===== config.mk =====
export PLATFORM = sky130hd
export DESIGN_NAME = div_unit
export DESIGN_NICKNAME = d
export VERILOG_FILES = /design/src/rtl/cpu_div_pkg.sv /design/src/rtl/div_step.sv /design/src/rtl/div_unit.sv
export SDC_FILE = /design/constraint.sdc
export NUM_CORES = 1
export LEC_CHECK = 0
export CAP_MARGIN = 20
export CORE_AREA = 2 2 222 224
export CTS_CLUSTER_DIAMETER = 60
export DETAILED_ROUTE_END_ITERATION = 16
export DIE_AREA = 0 0 224 226
export PLACE_DENSITY = 0.53
export SYNTH_ARGS = -nofsm -noshare
export SYNTH_HDL_FRONTEND = slang
export SYNTH_SLANG_ARGS = --single-unit
export TNS_END_PERCENT = 100

===== constraint.sdc =====
create_clock -name clock -period 2.8 [get_ports clock]
set_input_delay 0.84 -clock clock [delete_from_list [all_inputs] [get_ports clock]]
set_output_delay 0.84 -clock clock [all_outputs]
set_load 0.01 [all_outputs]

===== src/rtl/cpu_div_pkg.sv =====
// rtl/cpu_div_pkg.sv - shared types and helpers for the multicycle divider
package cpu_div_pkg;

  localparam int DIV_ITERS = 32;

  typedef enum logic [2:0] {
    IDLE,
    SETUP,
    ITER,
    FIX,
    DONE
  } div_state_t;

  function automatic logic [31:0] neg32(input logic [31:0] v);
    return ~v + 32'd1;
  endfunction

endpackage


===== src/rtl/div_step.sv =====
// rtl/div_step.sv - one restoring-division step: shift in a dividend bit, trial-subtract
module div_step #(
  parameter int WIDTH = 32
) (
  input  logic [WIDTH-1:0] rem_i,
  input  logic             bit_i,
  input  logic [WIDTH-1:0] dvs_i,
  output logic [WIDTH-1:0] rem_o,
  output logic             q_o
);

  logic [WIDTH:0] shifted;
  logic [WIDTH:0] diff;

  assign shifted = {rem_i, bit_i};
  assign diff    = shifted - {1'b0, dvs_i};
  // Borrow out of the extra bit means the trial went negative: restore.
  assign q_o     = ~diff[WIDTH];
  assign rem_o   = q_o ? diff[WIDTH-1:0] : shifted[WIDTH-1:0];

endmodule


===== src/rtl/div_unit.sv =====
// rtl/div_unit.sv - multicycle restoring divider for DIV/DIVU, quotient to lo, remainder to hi
module div_unit
  import cpu_div_pkg::*;
#(
  parameter int WIDTH = 32,
  parameter int CNT_W = 5
) (
  input  logic             clock,
  input  logic             reset,
  input  logic             start,
  input  logic             is_signed,
  input  logic [WIDTH-1:0] dividend,
  input  logic [WIDTH-1:0] divisor,
  output logic             busy,
  output logic             done,
  output logic             div_zero,
  output logic [WIDTH-1:0] hi,
  output logic [WIDTH-1:0] lo,
  output logic [CNT_W-1:0] counter
);

  div_state_t       state_q, state_d;
  logic [WIDTH-1:0] a_q, a_d;
  logic [WIDTH-1:0] b_q, b_d;
  logic             sgn_q, sgn_d;
  logic [WIDTH-1:0] rem_q, rem_d;
  logic [WIDTH-1:0] quo_q, quo_d;
  logic             qneg_q, qneg_d;
  logic             rneg_q, rneg_d;
  logic             dz_q, dz_d;
  logic [WIDTH-1:0] hi_q, hi_d;
  logic [WIDTH-1:0] lo_q, lo_d;
  logic [CNT_W-1:0] cnt_q, cnt_d;

  logic [WIDTH-1:0] step_rem;
  logic             step_q;

  div_step #(.WIDTH(WIDTH)) u_step (
    .rem_i (rem_q),
    .bit_i (quo_q[WIDTH-1]),
    .dvs_i (b_q),
    .rem_o (step_rem),
    .q_o   (step_q)
  );

  always_ff @(posedge clock or negedge reset) begin
    if (!reset) begin
      state_q <= IDLE;
      a_q     <= '0;
      b_q     <= '0;
      sgn_q   <= 1'b0;
      rem_q   <= '0;
      quo_q   <= '0;
      qneg_q  <= 1'b0;
      rneg_q  <= 1'b0;
      dz_q    <= 1'b0;
      hi_q    <= '0;
      lo_q    <= '0;
      cnt_q   <= '0;
    end else begin
      state_q <= state_d;
      a_q     <= a_d;
      b_q     <= b_d;
      sgn_q   <= sgn_d;
      rem_q   <= rem_d;
      quo_q   <= quo_d;
      qneg_q  <= qneg_d;
      rneg_q  <= rneg_d;
      dz_q    <= dz_d;
      hi_q    <= hi_d;
      lo_q    <= lo_d;
      cnt_q   <= cnt_d;
    end
  end

  always_comb begin
    state_d = state_q;
    a_d     = a_q;
    b_d     = b_q;
    sgn_d   = sgn_q;
    rem_d   = rem_q;
    quo_d   = quo_q;
    qneg_d  = qneg_q;
    rneg_d  = rneg_q;
    dz_d    = dz_q;
    hi_d    = hi_q;
    lo_d    = lo_q;
    cnt_d   = cnt_q;

    unique case (state_q)
      IDLE: begin
        if (start) begin
          a_d     = dividend;
          b_d     = divisor;
          sgn_d   = is_signed;
          state_d = SETUP;
        end
      end
      SETUP: begin
        if (b_q == '0) begin
          dz_d    = 1'b1;
          state_d = DONE;
        end else begin
          // 0x80000000 negates to itself, which is already the correct unsigned magnitude.
          quo_d   = (sgn_q && a_q[WIDTH-1]) ? neg32(a_q) : a_q;
          b_d     = (sgn_q && b_q[WIDTH-1]) ? neg32(b_q) : b_q;
          qneg_d  = sgn_q && (a_q[WIDTH-1] ^ b_q[WIDTH-1]);
          rneg_d  = sgn_q && a_q[WIDTH-1];
          rem_d   = '0;
          cnt_d   = '0;
          state_d = ITER;
        end
      end
      ITER: begin
        rem_d = step_rem;
        quo_d = {quo_q[WIDTH-2:0], step_q};
        cnt_d = cnt_q + 1'b1;
        if (cnt_q == CNT_W'(DIV_ITERS - 1)) state_d = FIX;
      end
      FIX: begin
        lo_d    = qneg_q ? neg32(quo_q) : quo_q;
        hi_d    = rneg_q ? neg32(rem_q) : rem_q;
        state_d = DONE;
      end
      DONE: begin
        dz_d    = 1'b0;
        state_d = IDLE;
      end
      default: state_d = IDLE;
    endcase
  end

  assign busy     = (state_q != IDLE);
  assign done     = (state_q == DONE);
  assign div_zero = dz_q;
  assign hi       = hi_q;
  assign lo       = lo_q;
  assign counter  = cnt_q;

endmodule


==> flow_metrics.tcl <==
set metrics [dict create \
    maxCapViolCount 0 \
    fin_crit_sh 1.04 \
    rsz0062_at_grt "yes" \
    rows 81 \
    cts_sinks 204 \
    required_ns 3.21 \
    holdWs_ns 0.322 \
    cts.clk_slew.worst_paths_ns 0.06 \
    synth-seq-area-share 0.412 \
    async_reset_ff_frac 1.00 \
    vias 11700 \
    cpPeakStageDelay_ns 0.46 \
    violations "negative setup slack" \
    final_area_mm2 0.0185 \
    drive_gt1_frac 0.299 \
    ctsHtreeMaxLevel 1 \
    routed_via_density 4.91 \
    combPwrFrac 0.579 \
    first_pass_iters 6 \
    power_mw 20.9 \
    final_common_cell "buf_4" \
    reg2reg_depth 12 \
    instances_no_fill 2379 \
    criticalPathCategory "register to register" \
    p_seq_frac 0.254 \
    arrival_ns 3.33 \
    cts_buffers 26 \
    ant_nets 0 \
    utilization 0.382 \
    placed_area_mm2 0.0160 \
    first_global_vias 11000 \
    nNetsFinal 1844 \
    ys_warn_count 0 \
    portBuffers 139 \
    ys_types 75 \
    hold_buffers 0 \
    end_kind "register" \
    area_growth_pct 49.3 \
    net-switching-power_mw 8.57 \
    antenna_found_initial 5 \
    multi_input_area_mm2 0.00767 \
    core_area_mm2 0.0483 \
    post_synth.cell_area_avg_um2 8.96 \
    regToRegSetupSlack_ns -0.11 \
    power.density_mw_per_mm2 1130 \
    hpwlAfterDp_um 30800 \
    die_area_mm2 0.0506 \
    relSlewSlack 0.202 \
    cts_tree "done" \
    synth_nets 1488 \
    fillers 4693 \
    synthesis.area_mm2 0.0124 \
    grt_start_max_net_pins 129 \
    period_minus_slack_ns 2.91 \
    worst_slack_ns -0.111 \
    path_cells "buf_4, ha_4, and4_4, a21o_1, or3b_2, o211a_1, a211oi_2, buf_4, o311ai_1, xor2_1, mux2i_1, o21ai_0" \
    pin_count 140 \
    root_buffer "clkbuf_16" \
    outcome "finished, violations left" \
    final_cell_mix "buf_4 (229), dfrtp_1 (198), nand2_1 (146)" \
    hold_viol_final 0 \
    die_w_um 224 \
    synthFlopType "dfrtp_1" \
    path_common_cell "buf_4" \
    drtIter0Drc 877 \
    synth_edf_count 0 \
    regArea_mm2 0.00511 \
    final_max_slew_viol_count 0 \
    start_util 0.256 \
    hp-class "primary input to async pin" \
    slowest_stage "or3b_2" \
    p_sw_frac 0.411 \
    drt-total-wl_um 41900 \
    max_freq_mhz 344 \
    clockBufferDepth 3 \
    timing.rr.start "rem_q[6]" \
    ys_seq_elements 204 \
    wire_per_inst_um 17.6 \
    dp_cells 2275 \
    place.gp.congestion 0.862 \
    tightest_slew_ns 1.20 \
    crit_fanout 2 \
    drc_errors 0 \
    leakage_nw 7.98 \
    power.internal_mw 12.3 \
    setup_viol 65 \
    overflow 0 \
    power_frac_clock 0.168 \
    critPathLaunchType "register" \
    tns_ns -2.77 \
    syn-instance-count 1381 \
    grt_pass1_wl_um 62800 \
    post-place-ws_ns -0.257 \
    r2r_end "rem_q[29]" \
    dieHeight_um 226 \
    ir_drop_uv 458 \
    grt_usage 0.156 \
    fin_skew_ns 0.0265 \
    clk-insertion-delay-late_ns 0.55 \
]
## state kept, by name, indices dropped and copies added (netlist names)
signal,cells
sgn_q,1
hi,32
rneg_q,1
state_q,3
b_q,32
a_q,32
rem_q,32
div_zero,1
counter,5
qneg_q,1
quo_q,32
lo,32
## worst max-delay path: cells and delay by family (launching register included)
kind,cells,cell delay (ns)
flip-flops,1,0.40
adder cells (fa/ha/maj),1,0.22
XOR/XNOR,1,0.18
AO/OA/AOI/OAI,5,0.86
AND/OR/NAND/NOR,2,0.65
multiplexers,1,0.14
buffers and inverters,2,0.31
## logic make-up (layout without fill, tap and decap cells)
logic type | Yosys count | in the layout | share of synthesized area
AOI/OAI and AO/OA | 428 | 428 | 0.215
and+or+nand+nor | 407 | 407 | 0.162
DFF | 204 | 204 | 0.412
buffers and inverters | 134 | 509 | 0.0425
xor gates and xnor gates | 115 | 115 | 0.0814
muxes | 54 | 54 | 0.0467
adders and majority gates | 39 | 39 | 0.0400
other | 0 | 1 | 0
## how the worst max path moves through the flow
stage	from	end	slack (ns)	cells after the start
floorplan	quo_q[31]	rem_q[7]	0.008	12
global placement	b_q[0]	rem_q[15]	-0.22	12
detailed placement	b_q[0]	rem_q[15]	-0.26	12
CTS	rem_q[6]	hi[28]	-0.17	9
global route	b_q[23]	rem_q[15]	-0.24	13
finish	rem_q[6]	rem_q[29]	-0.11	12
## power by group through the flow
stage | Clock [mW] | Combinational (mW) | Sequential [mW]
final | 3.50 | 12.1 | 5.29
after global routing | 3.70 | 13.1 | 5.47
after CTS | 3.59 | 10.5 | 5.19
after detailed placement | 0 | 9.95 | 5.23
after global placement | 0 | 9.83 | 5.17
after floorplan | 0 | 5.59 | 5.16
## synthesized netlist by cell type, types with 3 or more instances
| master | instances | area (um^2) |
|---|---|---|
| nor3_1 | 28 | 140 |
| buf_2 | 9 | 45.0 |
| o41ai_1 | 12 | 105 |
| nor4_1 | 11 | 68.8 |
| o22ai_1 | 20 | 125 |
| nand3_1 | 48 | 240 |
| and3_1 | 6 | 37.5 |
| xor2_1 | 79 | 692 |
| or3b_2 | 4 | 35.0 |
| o211ai_1 | 5 | 37.5 |
| or2_2 | 4 | 25.0 |
| buf_1 | 8 | 30.0 |
| mux2i_1 | 24 | 240 |
| or4_1 | 15 | 113 |
| o21ai_0 | 172 | 861 |
| and4_1 | 3 | 26.3 |
| o21ai_1 | 4 | 20.0 |
| a221o_1 | 11 | 110 |
| a21oi_1 | 78 | 390 |
| mux2_2 | 30 | 338 |
| o21a_1 | 7 | 52.6 |
| a31oi_1 | 9 | 56.3 |
| nand2_1 | 152 | 571 |
| dfrtp_1 | 204 | 5100 |
| a21o_1 | 16 | 120 |
| nor2b_1 | 8 | 50.1 |
| a22oi_1 | 31 | 233 |
| or3_1 | 20 | 125 |
| inv_1 | 53 | 199 |
| nand2b_1 | 7 | 43.8 |
| clkbuf_1 | 60 | 225 |
| nor2_1 | 70 | 263 |
| o31ai_1 | 27 | 203 |
| o311ai_0 | 3 | 26.3 |
| and2_1 | 7 | 43.8 |
| nand4_1 | 4 | 25.0 |
| ha_1 | 38 | 475 |
| nor3b_1 | 3 | 22.5 |
| a211oi_1 | 7 | 52.6 |
| buf_4 | 3 | 22.5 |
| xnor2_1 | 36 | 315 |
| a32oi_1 | 3 | 26.3 |
## layout make-up
class,instances,area share
timing repair buffer,409,0.206
inverter,53,0.0116
sequential,204,0.277
multi-input combinational,1043,0.415
clock buffer,35,0.0398
clock inverter,12,0.00867
antenna,1,0.000135
tap,622,0.0421
## what timing repair did
| action | 4_1_cts | 5_1_grt |
|---|---|---|
| gates cloned | 1 | 11 |
| buffers inserted | 14 | 32 |
| pin swaps | 20 | 45 |
| endpoints found under the setup margin | 63 | 90 |
| resized for setup | 69 | 188 |
## metal layers
metal | track usage | vias to the layer above | wire length, um | share of wire
met5 | 0 | - | 57 | 0.0014
met4 | 0.0449 | 8 | 1040 | 0.025
met3 | 0.0310 | 69 | 2530 | 0.060
met2 | 0.228 | 300 | 17600 | 0.42
met1 | 0.232 | 5566 | 20700 | 0.49
li1 | - | 5730 | - | -
Power figures use the tool's default switching activity.
